File: config.mk
export PLATFORM = sky130hd
export DESIGN_NAME = cpu_step_ctrl
export DESIGN_NICKNAME = d
export VERILOG_FILES = /design/src/rtl/cpu_ctrl_pkg.sv /design/src/rtl/btn_debounce.sv /design/src/rtl/cpu_step_ctrl.sv
export SDC_FILE = /design/constraint.sdc
export NUM_CORES = 1
export LEC_CHECK = 0
export CAP_MARGIN = 25
export CORE_MARGIN = 2
export CORE_UTILIZATION = 48
export DETAILED_ROUTE_END_ITERATION = 8
export PLACE_DENSITY = 0.78
export SLEW_MARGIN = 10
export SYNTH_ARGS = -nofsm -noshare
export SYNTH_HDL_FRONTEND = slang
export SYNTH_SLANG_ARGS = --single-unit
File: constraint.sdc
create_clock -name clk -period 2.3 [get_ports clk]
set_input_delay 0.345 -clock clk [delete_from_list [all_inputs] [get_ports clk]]
set_output_delay 0.345 -clock clk [all_outputs]
set_load 0.01 [all_outputs]
File: src/rtl/cpu_ctrl_pkg.sv
// Shared encodings for the multi-cycle CPU step controller: FSM state codes,
// opcodes, ALU operation and PC source selects.
package cpu_ctrl_pkg;

    typedef enum logic [2:0] {
        ST_IDLE   = 3'd0,
        ST_FETCH  = 3'd1,
        ST_DECODE = 3'd2,
        ST_EXEC   = 3'd3,
        ST_MEM    = 3'd4,
        ST_WB     = 3'd5
    } state_t;

    localparam logic [2:0] OP_ADD = 3'd0;
    localparam logic [2:0] OP_SUB = 3'd1;
    localparam logic [2:0] OP_AND = 3'd2;
    localparam logic [2:0] OP_OR  = 3'd3;
    localparam logic [2:0] OP_LW  = 3'd4;
    localparam logic [2:0] OP_SW  = 3'd5;
    localparam logic [2:0] OP_BEQ = 3'd6;
    localparam logic [2:0] OP_J   = 3'd7;

    localparam logic [1:0] ALU_ADD = 2'd0;
    localparam logic [1:0] ALU_SUB = 2'd1;
    localparam logic [1:0] ALU_AND = 2'd2;
    localparam logic [1:0] ALU_OR  = 2'd3;

    localparam logic [1:0] PC_SRC_INC    = 2'd0;
    localparam logic [1:0] PC_SRC_BRANCH = 2'd1;
    localparam logic [1:0] PC_SRC_JUMP   = 2'd2;

    // R-type opcodes map straight onto the ALU encoding; BEQ compares by
    // subtraction; loads/stores compute an address with an add.
    function automatic logic [1:0] alu_for_op(input logic [2:0] op);
        logic [1:0] res;
        case (op)
            OP_ADD, OP_SUB, OP_AND, OP_OR: res = op[1:0];
            OP_BEQ:                        res = ALU_SUB;
            default:                       res = ALU_ADD;
        endcase
        return res;
    endfunction

endpackage

File: src/rtl/btn_debounce.sv
// Manual-step button conditioner: two-flop synchroniser, consecutive-sample
// debounce counter, and a one-cycle pulse on each accepted rising edge.
module btn_debounce #(
    parameter int DEBOUNCE_CYCLES = 4
) (
    input  logic clk,
    input  logic rst_n,
    input  logic btn,
    output logic pulse
);

    localparam int CW = $clog2(DEBOUNCE_CYCLES + 1);

    logic          sync1_reg;
    logic          sync2_reg;
    logic          level_reg;
    logic          level_d_reg;
    logic          pulse_reg;
    logic [CW-1:0] cnt_reg;

    // Bring the raw button into the clock domain.
    always_ff @(posedge clk or negedge rst_n) begin
        if (!rst_n) begin
            sync1_reg <= 1'b0;
            sync2_reg <= 1'b0;
        end else begin
            sync1_reg <= btn;
            sync2_reg <= sync1_reg;
        end
    end

    // Accept a new level only after DEBOUNCE_CYCLES consecutive differing samples;
    // a sample equal to the current level restarts the run.
    always_ff @(posedge clk or negedge rst_n) begin
        if (!rst_n) begin
            level_reg <= 1'b0;
            cnt_reg   <= '0;
        end else if (sync2_reg == level_reg) begin
            cnt_reg <= '0;
        end else if (cnt_reg == CW'(DEBOUNCE_CYCLES - 1)) begin
            level_reg <= sync2_reg;
            cnt_reg   <= '0;
        end else begin
            cnt_reg <= cnt_reg + CW'(1);
        end
    end

    // Registered rising-edge detect so a held button yields a single pulse.
    always_ff @(posedge clk or negedge rst_n) begin
        if (!rst_n) begin
            level_d_reg <= 1'b0;
            pulse_reg   <= 1'b0;
        end else begin
            level_d_reg <= level_reg;
            pulse_reg   <= level_reg & ~level_d_reg;
        end
    end

    assign pulse = pulse_reg;

endmodule

File: src/rtl/cpu_step_ctrl.sv
// Multi-cycle sequencer: FETCH/DECODE/EXEC/MEM/WB walked one step per tick,
// where a tick is either free-run (run) or a debounced manual step press.
// Strobes are tick-qualified so each fires for exactly one cycle per step.
module cpu_step_ctrl
    import cpu_ctrl_pkg::*;
#(
    parameter int DEBOUNCE_CYCLES = 4,
    parameter int CNT_W           = 8
) (
    input  logic             clk,
    input  logic             rst_n,
    input  logic             step,
    input  logic             run,
    input  logic [2:0]       op,
    input  logic             zero,
    output logic             pc_wr,
    output logic [1:0]       pc_src,
    output logic             ir_wr,
    output logic [1:0]       alu_op,
    output logic             mem_rd,
    output logic             mem_wr,
    output logic             reg_wr,
    output logic [2:0]       state,
    output logic [CNT_W-1:0] instr_cnt
);

    state_t           state_reg;
    state_t           state_next;
    logic [CNT_W-1:0] instr_cnt_reg;
    logic             retire;
    logic             illegal;
    logic             run_sync1_reg;
    logic             run_sync2_reg;
    logic             step_pulse;
    logic             tick;

    btn_debounce #(
        .DEBOUNCE_CYCLES(DEBOUNCE_CYCLES)
    ) u_step_db (
        .clk   (clk),
        .rst_n (rst_n),
        .btn   (step),
        .pulse (step_pulse)
    );

    // Run is a level switch; it only needs synchronising, not debouncing.
    always_ff @(posedge clk or negedge rst_n) begin
        if (!rst_n) begin
            run_sync1_reg <= 1'b0;
            run_sync2_reg <= 1'b0;
        end else begin
            run_sync1_reg <= run;
            run_sync2_reg <= run_sync1_reg;
        end
    end

    assign tick = run_sync2_reg | step_pulse;

    // Next-state, strobe and select decode for the current state and opcode.
    always_comb begin
        state_next = state_reg;
        retire     = 1'b0;
        illegal    = 1'b0;
        ir_wr      = 1'b0;
        pc_wr      = 1'b0;
        pc_src     = PC_SRC_INC;
        alu_op     = ALU_ADD;
        mem_rd     = 1'b0;
        mem_wr     = 1'b0;
        reg_wr     = 1'b0;
        case (state_reg)
            ST_IDLE: state_next = ST_FETCH;
            ST_FETCH: begin
                ir_wr      = tick;
                pc_wr      = tick;
                state_next = ST_DECODE;
            end
            ST_DECODE: begin
                if (op == OP_J) begin
                    pc_src     = PC_SRC_JUMP;
                    pc_wr      = tick;
                    retire     = 1'b1;
                    state_next = ST_FETCH;
                end else begin
                    state_next = ST_EXEC;
                end
            end
            ST_EXEC: begin
                alu_op = alu_for_op(op);
                if (op == OP_BEQ) begin
                    pc_src     = PC_SRC_BRANCH;
                    pc_wr      = tick & zero;
                    retire     = 1'b1;
                    state_next = ST_FETCH;
                end else if (op == OP_LW || op == OP_SW) begin
                    state_next = ST_MEM;
                end else if (op == OP_J) begin
                    // Jumps retire in DECODE; recover if op changed underneath.
                    state_next = ST_FETCH;
                end else begin
                    state_next = ST_WB;
                end
            end
            ST_MEM: begin
                mem_rd = tick & (op == OP_LW);
                mem_wr = tick & (op == OP_SW);
                if (op == OP_SW) begin
                    retire     = 1'b1;
                    state_next = ST_FETCH;
                end else begin
                    state_next = ST_WB;
                end
            end
            ST_WB: begin
                alu_op     = alu_for_op(op);
                reg_wr     = tick;
                retire     = 1'b1;
                state_next = ST_FETCH;
            end
            default: begin
                illegal    = 1'b1;
                state_next = ST_IDLE;
            end
        endcase
    end

    // State advances on a tick; unused codes fall back to IDLE unconditionally.
    always_ff @(posedge clk or negedge rst_n) begin
        if (!rst_n) begin
            state_reg     <= ST_IDLE;
            instr_cnt_reg <= '0;
        end else begin
            if (tick || illegal) begin
                state_reg <= state_next;
            end
            if (tick && retire) begin
                instr_cnt_reg <= instr_cnt_reg + CNT_W'(1);
            end
        end
    end

    assign state     = state_reg;
    assign instr_cnt = instr_cnt_reg;

endmodule

After elaboration in Yosys (flattened, before gate mapping)
Index checks and enable logic that the tools add are counted.
Widths: inputs -> output; s select.
{"block": "op_classes", "add_sub_neg": 2, "eq_ne": 14, "n_mux": 25, "bitwise": 7, "n_reduce_logical": 10}
{"operator": "$eq 3x3->1 const B", "count": 6}
{"operator": "$mux 3", "count": 6}
{"operator": "$eq 3x2->1 const B", "count": 5}
{"operator": "$pmux 3 s5", "count": 1}
{"operator": "$mux 1", "count": 11}
{"operator": "$add 8x1->8 const B", "count": 1}
{"operator": "$pmux 2 s2", "count": 2}
{"operator": "$eq 3x1->1 const B", "count": 2}
{"operator": "$logic_not 3->1", "count": 2}
{"operator": "$mux 2", "count": 3}
{"operator": "$reduce_or 6->1", "count": 1}
{"operator": "$and 1x1->1", "count": 4}
{"operator": "$pmux 1 s4", "count": 1}
{"operator": "$reduce_or 2->1", "count": 2}
{"operator": "$reduce_or 4->1", "count": 1}
{"operator": "$add 3x1->3 const B", "count": 1}
{"operator": "$pmux 1 s3", "count": 1}
{"operator": "$logic_or 1x1->1", "count": 2}
{"operator": "$not 1->1", "count": 2}
{"operator": "$reduce_and 2->1", "count": 1}
{"operator": "$eq 1x1->1", "count": 1}
{"operator": "$logic_and 1x1->1", "count": 1}
{"operator": "$or 1x1->1", "count": 1}
{"block": "word_totals", "reg_bits": 21, "input_bits": 8, "out_inout_bits": 20, "wordCells": 68}

Longest topological paths before layout
Gate-level depths: netlist of run 1.
{"block": "logic_depth", "ltp_word": 5, "mapped_depth": 7, "ltp_nobuf": 6}

Cells and area by module
A second synthesis of run 1 with hierarchy kept.
{"block": "hier_totals", "cells_unflattened": 109, "hier_area_um2": 1194.9}
{"module": "cpu_step_ctrl", "n_inst": 1, "cells_each": 93, "area_each_um2": 918.4, "seq_area_each_um2": 325.3}
{"module": "btn_debounce", "n_inst": 1, "cells_each": 16, "area_each_um2": 276.5, "seq_area_each_um2": 200.2}

Least setup slack after synthesis of run 1
Ideal clock, no wire load.
{"block": "synth_timing", "path_type": "reg-to-reg", "start": "register state_reg[2], in the netlist state[2]", "end": "register instr_cnt_reg[1], in the netlist instr_cnt[1]", "setup_ns": 0.125, "t_arrival_ns": 1.741, "setup_slack_ns": 0.434, "path_stages_with_launch": 7, "n_path_buf": 1, "period_less_slack_ns": 1.866, "path_cell_list": "dfrtp_1 -> buf_4 -> inv_1 -> ha_1 -> a211o_4 -> a21oi_1 -> mux2_2"}
{"block": "synth_via", "elab_chain_len": 3, "elab_cells_between_ends": 6, "cone_classes": "eq/ne (4); mux (1); reduce/logical (1)"}
{"item": "start: declaration", "line_no": "cpu_step_ctrl.sv:27", "rtl": "state_t state_reg;"}
{"item": "start signal: assignment", "line_no": "cpu_step_ctrl.sv:134", "rtl": "state_reg <= state_next;"}
{"item": "$eq 3x3->1 or $eq 3x2->1 (tied branches)", "line_no": "cpu_step_ctrl.sv:71", "rtl": "case (state_reg)"}
{"item": "$pmux 1 s4 (*)", "line_no": "cpu_step_ctrl.sv:71"}
{"item": "$logic_and 1x1->1 (*)", "line_no": "cpu_step_ctrl.sv:136", "rtl": "if (tick && retire) begin"}
{"item": "end signal: assignment", "line_no": "cpu_step_ctrl.sv:137", "rtl": "instr_cnt_reg <= instr_cnt_reg + CNT_W'(1);"}
{"item": "end: declaration", "line_no": "cpu_step_ctrl.sv:29", "rtl": "logic [CNT_W-1:0] instr_cnt_reg;"}
Every way passes the cells marked *; elsewhere a longest branch is shown, timed or not.
A chain may end at the register's enable or synchronous reset.

Worst setup path after layout of run 1
{"block": "layout_timing", "start": "register state_reg[1], in the netlist state[1]", "end": "output alu_op[0]"}
{"block": "layout_via", "elab_chain_len": 3, "elab_cells_between_ends": 4, "cone_classes": "eq/ne (2); mux (1); reduce/logical (1)"}
{"item": "$eq 3x3->1 or $eq 3x2->1 (tied branches)", "line_no": "cpu_step_ctrl.sv:71"}
{"item": "$reduce_or 2->1 (no source line) (*)"}
{"item": "$mux 2 (*)"}
{"item": "end: declaration", "line_no": "cpu_step_ctrl.sv:19", "rtl": "output logic [1:0] alu_op,"}
Marked as above.

==> flow_summary.yaml, run 1 <==
synth:
  synth_area_leaders: "dfrtp_1 47%, xor2_1 4.7%, ha_1 4.5%, nor2b_1 3.4%, a2111oi_1 2.7%"
  synth_most_common_cell: "dfrtp_1"
  seq_area_frac_synth: 0.470
  yosysWarnings: 0
  synthFlopType: "dfrtp_1"
  synth_area_sq_um: 1120
  yosysTopAreaCellShare: 0.470
  ys_async_sr_fraction: 1.00
  synth_nets: 122
  yosysTopAreaCell: "dfrtp_1"
  synth_edf_count: 0
  synth_seq_cells: 21
  netlist_instances: 110
  syn_avg_cell_area_sq_um: 10.2
  synthTopCellsByCount: "21 x dfrtp_1, 7 x inv_1"
  synth_cell_types: 32
die:
  coreArea_sq_um: 2210
  die_y_um: 52.2
  rows: 17
  initial_core_util: 0.505
  die_w_um: 52.2
  die_area_sq_um: 2730
  ios: 28
cells_and_area:
  largest_reg_flops: 8
  drive_above_1_share: 0.188
  fin_nets: 162
  area_delta_synth_final_pct: 36.8
  fin_cells: 177
  num_antenna_cells: 0
grt:
  grt_pass1_vias: 929
  track_usage: 0.200
  antenna_found_initial: 0
  grt_pass1_wl_um: 4020
  grt_remaining_overflow: 0
  grt_max_degree: 22
hold_path:
  hold_class: "primary input to asynchronous set/reset pin"
route:
  first_pass_iters: 4
  drc: 0
  drt_wl_total_um: 2340
  vias: 963
  viasPerCell: 5.44
  wl_per_cell_um: 13.2
  drt_iter0_drc: 2
  ant_nets: 0
power:
  finalPower_uw: 1450
  peakVddDrop_v: 0.000821
  power.density_nw_per_um2: 949
  p_leak_uw: 0.000718
critical_path:
  crit_type: "flip-flop to output pin"
  path_max_fanout: 9
  cp.required_ns: 1.96
  critPathLaunchType: "flip-flop"
  end_kind: "output pin"
  arrival_ns: 1.85
clock_tree:
  ctsHoldBuffers: 0
  clk_path_buf_depth: 2
  clock_sinks: 21
  insertion_delay_ns: 0.31
  cts_root_buf: "clkbuf_4"
  clk_pin_slew_ns: 0.12
  h-tree-depth: 1
  numCtsBuffers: 3
  cts_tree: "built"
sta:
  tightest_slew_ns: 0.496
  slew_violations: 0
  finalCritPeriodShare: 0.955
  rsz0062_at_grt: "no"
  max_slew_margin: 0.669
  fin_skew_ns: 0.00674
  setup_viol_count_final: 0
  fmax_mhz: 455
  min_period_ns: 2.20
  finalHoldViolCount: 0
placement:
  globalplace.congestion: 0.832
  place_hpwl_um: 1770
  dp_cells: 171
  io_buffers: 27
status:
  outcome: "finished clean"
job:
  maxCapViolCount: 0
## logic make-up (layout without fill, tap and decap cells)
kind of cell | count (synthesis) | count (layout) | synth area share
AOI/OAI and AO/OA | 22 | 22 | 0.147
xor gates and xnor gates | 9 | 9 | 0.0706
adders and majority gates | 4 | 4 | 0.0448
buffers and inverters | 12 | 51 | 0.0482
DFF | 21 | 21 | 0.470
muxes | 2 | 2 | 0.0202
and+or+nand+nor | 40 | 40 | 0.199
## final timing paths
check	to	slack (ns)	depth (start not counted)	from
min in group clk	u_step_db.sync2_reg$_DFF_PN0_	0.37	0	u_step_db.sync1_reg$_DFF_PN0_
worst max register to register	instr_cnt[3]$_DFFE_PN0P_	0.31	5	state[1]$_DFFE_PN0P_
worst min-delay path	instr_cnt[7]$_DFFE_PN0P_	0.35	2	rst_n
worst max-delay path	alu_op[0]	0.10	5	state[1]$_DFFE_PN0P_
worst min register to register	u_step_db.sync2_reg$_DFF_PN0_	0.37	0	u_step_db.sync1_reg$_DFF_PN0_
max in group asynchronous	state[0]$_DFFE_PN0P_	1.73	2	rst_n
## through the flow
step	cell area, sq um	setup TNS (ns)	hold WS, ns	utilization	setup slack [ns]
after floorplan	1120	0	0.0494	-	0.434
after global placement	1480	-0.183	0.335	0.668	-0.115
after detailed placement	1480	-0.326	0.335	0.668	-0.187
after CTS	1520	0	0.353	0.688	0.00168
after global routing	1530	0	0.367	0.691	0.00938
final	1530	0	0.350	0.691	0.104
## area by class of cell
| cell class | count | area (sq um) |
|---|---|---|
| repair buffers | 40 | 368 |
| inverters | 7 | 26.3 |
| well taps | 28 | 35.0 |
| flip-flops and latches | 21 | 529 |
| clock inverters | 1 | 7.51 |
| clock buffers | 3 | 22.5 |
| fillers | 188 | 683 |
| multi-input cells | 77 | 541 |
## worst max-delay path, stage by stage, from the launching register on
cell and delay, ns:
dfrtp_2 0.45, buf_4 0.17, and2b_1 0.19, o21ai_1 0.19, a21oi_1 0.06, clkdlybuf4s50_1 0.49
## power breakdown
group          leakage [uW]  internal, uW  total (uW)  switching, uW
combinational      0.000448           359         697            338
clock             0.0000139          66.5         185            119
sequential         0.000256           467         569            101
total              0.000718           893        1450            558
## timing repair
| item | 4_1_cts | 5_1_grt |
|---|---|---|
| resized for setup | 7 | 9 |
| endpoints found under the setup margin | 6 | 5 |
| buffers inserted | 2 | 0 |
## cell usage in the layout (no fill, tap or decap), types with 2 or more instances in the layout
master / n
nand2b_1: 2
a211oi_1: 4
a21oi_1: 5
inv_1: 7
nor2b_1: 5
mux2_2: 2
o21ai_0: 4
dlygate4sd2_1: 2
nor3b_1: 2
ha_1: 4
dfrtp_1: 18
buf_4: 13
xnor2_1: 3
nand4_1: 3
clkbuf_4: 3
a2111oi_1: 3
dfrtp_2: 3
dlymetal6s2s_1: 3
xor2_1: 6
nor2_1: 6
clkdlybuf4s50_1: 20
nor3_1: 6
nand2_1: 4
o21ai_1: 2
nand3_1: 5
## layer usage
| metal | wire length [um] | global-route usage |
|---|---|---|
| met1 | 1030 | 0.245 |
| met2 | 1120 | 0.348 |
| met5 | 0 | 0 |
| met4 | 44 | 0.0855 |
| met3 | 141 | 0.0343 |
Note: power is estimated with default switching activity, not from simulation.
==> inputs of run 2 (changes only) <==
--- a/config.mk
+++ b/config.mk
@@ -7,9 +7,9 @@
 export LEC_CHECK = 0
 export CAP_MARGIN = 25
 export CORE_MARGIN = 2
-export CORE_UTILIZATION = 48
+export CORE_UTILIZATION = 45
 export DETAILED_ROUTE_END_ITERATION = 8
-export PLACE_DENSITY = 0.78
+export DONT_BUFFER_PORTS = 1
 export SLEW_MARGIN = 10
 export SYNTH_ARGS = -nofsm -noshare
 export SYNTH_HDL_FRONTEND = slang
==> flow_summary.yaml, run 2 (synthesized netlist as in run 1, its figures left out) <==
status:
  outcome: "finished clean"
critical_path:
  critPathLaunchType: "flip-flop"
  r2r-start: "state[1]$_DFFE_PN0P_"
  end_kind: "output pin"
  arrival_ns: 1.72
  r2r_slack_ns: 0.40
  cp.required_ns: 1.96
  reg2regPathDepth: 4
  r2r_end: "instr_cnt[3]$_DFFE_PN0P_"
  path_max_fanout: 12
  crit_type: "flip-flop to output pin"
hold_path:
  hold_class: "primary input to flip-flop"
  holdPathEnd: "run_sync1_reg$_DFF_PN0_"
  min_path_cells: 0
  hold_path.startpoint: "run"
sta:
  min_period_ns: 2.07
  finalCritPeriodShare: 0.898
  tightest_slew_ns: 0.526
  setup_ws_ns: 0.234
  finalHoldViolCount: 0
  rsz0062_at_grt: "no"
  max_slew_margin: 0.647
  slew_violations: 0
  setup_tns_ns: 0
  fin_skew_ns: 0.00845
  setup_viol_count_final: 0
  fmax_mhz: 484
placement:
  io_buffers: 0
  place_hpwl_um: 1470
  place_ws_ns: 0.332
  placed_cell_area_sq_um: 1140
  dp_cells: 137
  globalplace.congestion: 0.710
route:
  first_pass_iters: 4
  wl_per_cell_um: 14.3
  viasPerCell: 5.72
  ant_nets: 0
  drt_iter0_drc: 11
  drt_wl_total_um: 2050
  drc: 0
  vias: 818
power:
  p_leak_uw: 0.000517
  finalPower_uw: 1230
  power.density_nw_per_um2: 1030
  peakVddDrop_v: 0.000598
grt:
  grt_max_degree: 22
  antenna_found_initial: 0
  grt_pass1_vias: 808
  grt_remaining_overflow: 0
  grt_pass1_wl_um: 3450
  track_usage: 0.163
clock_tree:
  clk_path_buf_depth: 2
  cts_tree: "built"
  insertion_delay_ns: 0.30
  numCtsBuffers: 3
  cts_root_buf: "clkbuf_4"
  post_cts_buffers: 0
  h-tree-depth: 1
  clock_sinks: 21
  clk_pin_slew_ns: 0.12
cells_and_area:
  fin_nets: 126
  area_delta_synth_final_pct: 6.94
  nFillCells: 230
  fin_cells: 143
  final_area_sq_um: 1190
  final_common_cell: "dfrtp_1"
  final_cell_mix: "20 x dfrtp_1, 7 x inv_1"
  largest_reg_flops: 8
  num_antenna_cells: 0
  drive_above_1_share: 0.115
job:
  maxCapViolCount: 0
die:
  rows: 18
  ios: 28
  initial_core_util: 0.464
  die_area_sq_um: 2900
  die_w_um: 53.8
  die_y_um: 53.8
  coreArea_sq_um: 2410
run 2: repair_timing:
action,4_1_cts,5_1_grt
setup endpoints to repair,0,1
hold endpoints to repair,21,0
hold buffers,1,0
resized for setup,0,1
run 2: per-layer routing:
layer,part of all wire,global-route usage,vias up
li1,-,-,396
met1,0.47,0.230,396
met2,0.46,0.252,24
met3,0.066,0.0250,2
met4,0.0063,0.0641,0
met5,0,0,-
run 2: worst max path at each step:
stage / startpoint / to
floorplan: state[2]$_DFFE_PN0P_ / instr_cnt[1]$_DFFE_PN0P_
global placement: state[1]$_DFFE_PN0P_ / instr_cnt[7]$_DFFE_PN0P_
global route: state[2]$_DFFE_PN0P_ / mem_rd
finish: state[2]$_DFFE_PN0P_ / mem_rd
detailed placement: state[1]$_DFFE_PN0P_ / instr_cnt[3]$_DFFE_PN0P_
CTS: state[1]$_DFFE_PN0P_ / pc_wr
run 2: area by class of cell:
class	count	area, sq um	share of cell area
flip-flops and latches	21	527	0.441
inverters	7	26.3	0.0220
repair buffers	4	40.0	0.0335
well taps	30	37.5	0.0314
clock buffers	4	26.3	0.0220
multi-input cells	77	538	0.450
run 2: power by group:
part           leakage (uW)  internal (uW)  switching (uW)
combinational      0.000244            197             279
sequential         0.000258            464             120
clock             0.0000150           67.5             107
total              0.000517            728             506
run 2: stage by stage:
| step | util | hold slack [ns] |
|---|---|---|
| after floorplan | - | 0.0494 |
| after CTS | 0.489 | 0.0548 |
| after global routing | 0.496 | 0.0394 |
| final | 0.496 | 0.0577 |
| after detailed placement | 0.474 | 0.0498 |
| after global placement | 0.474 | 0.0498 |
run 2: worst max-delay path: stages (launching register included):
cell,delay (ns)
dfrtp_1,0.36
buf_4,0.19
o21ai_0,0.14
or4_1,0.44
nor3_1,0.30
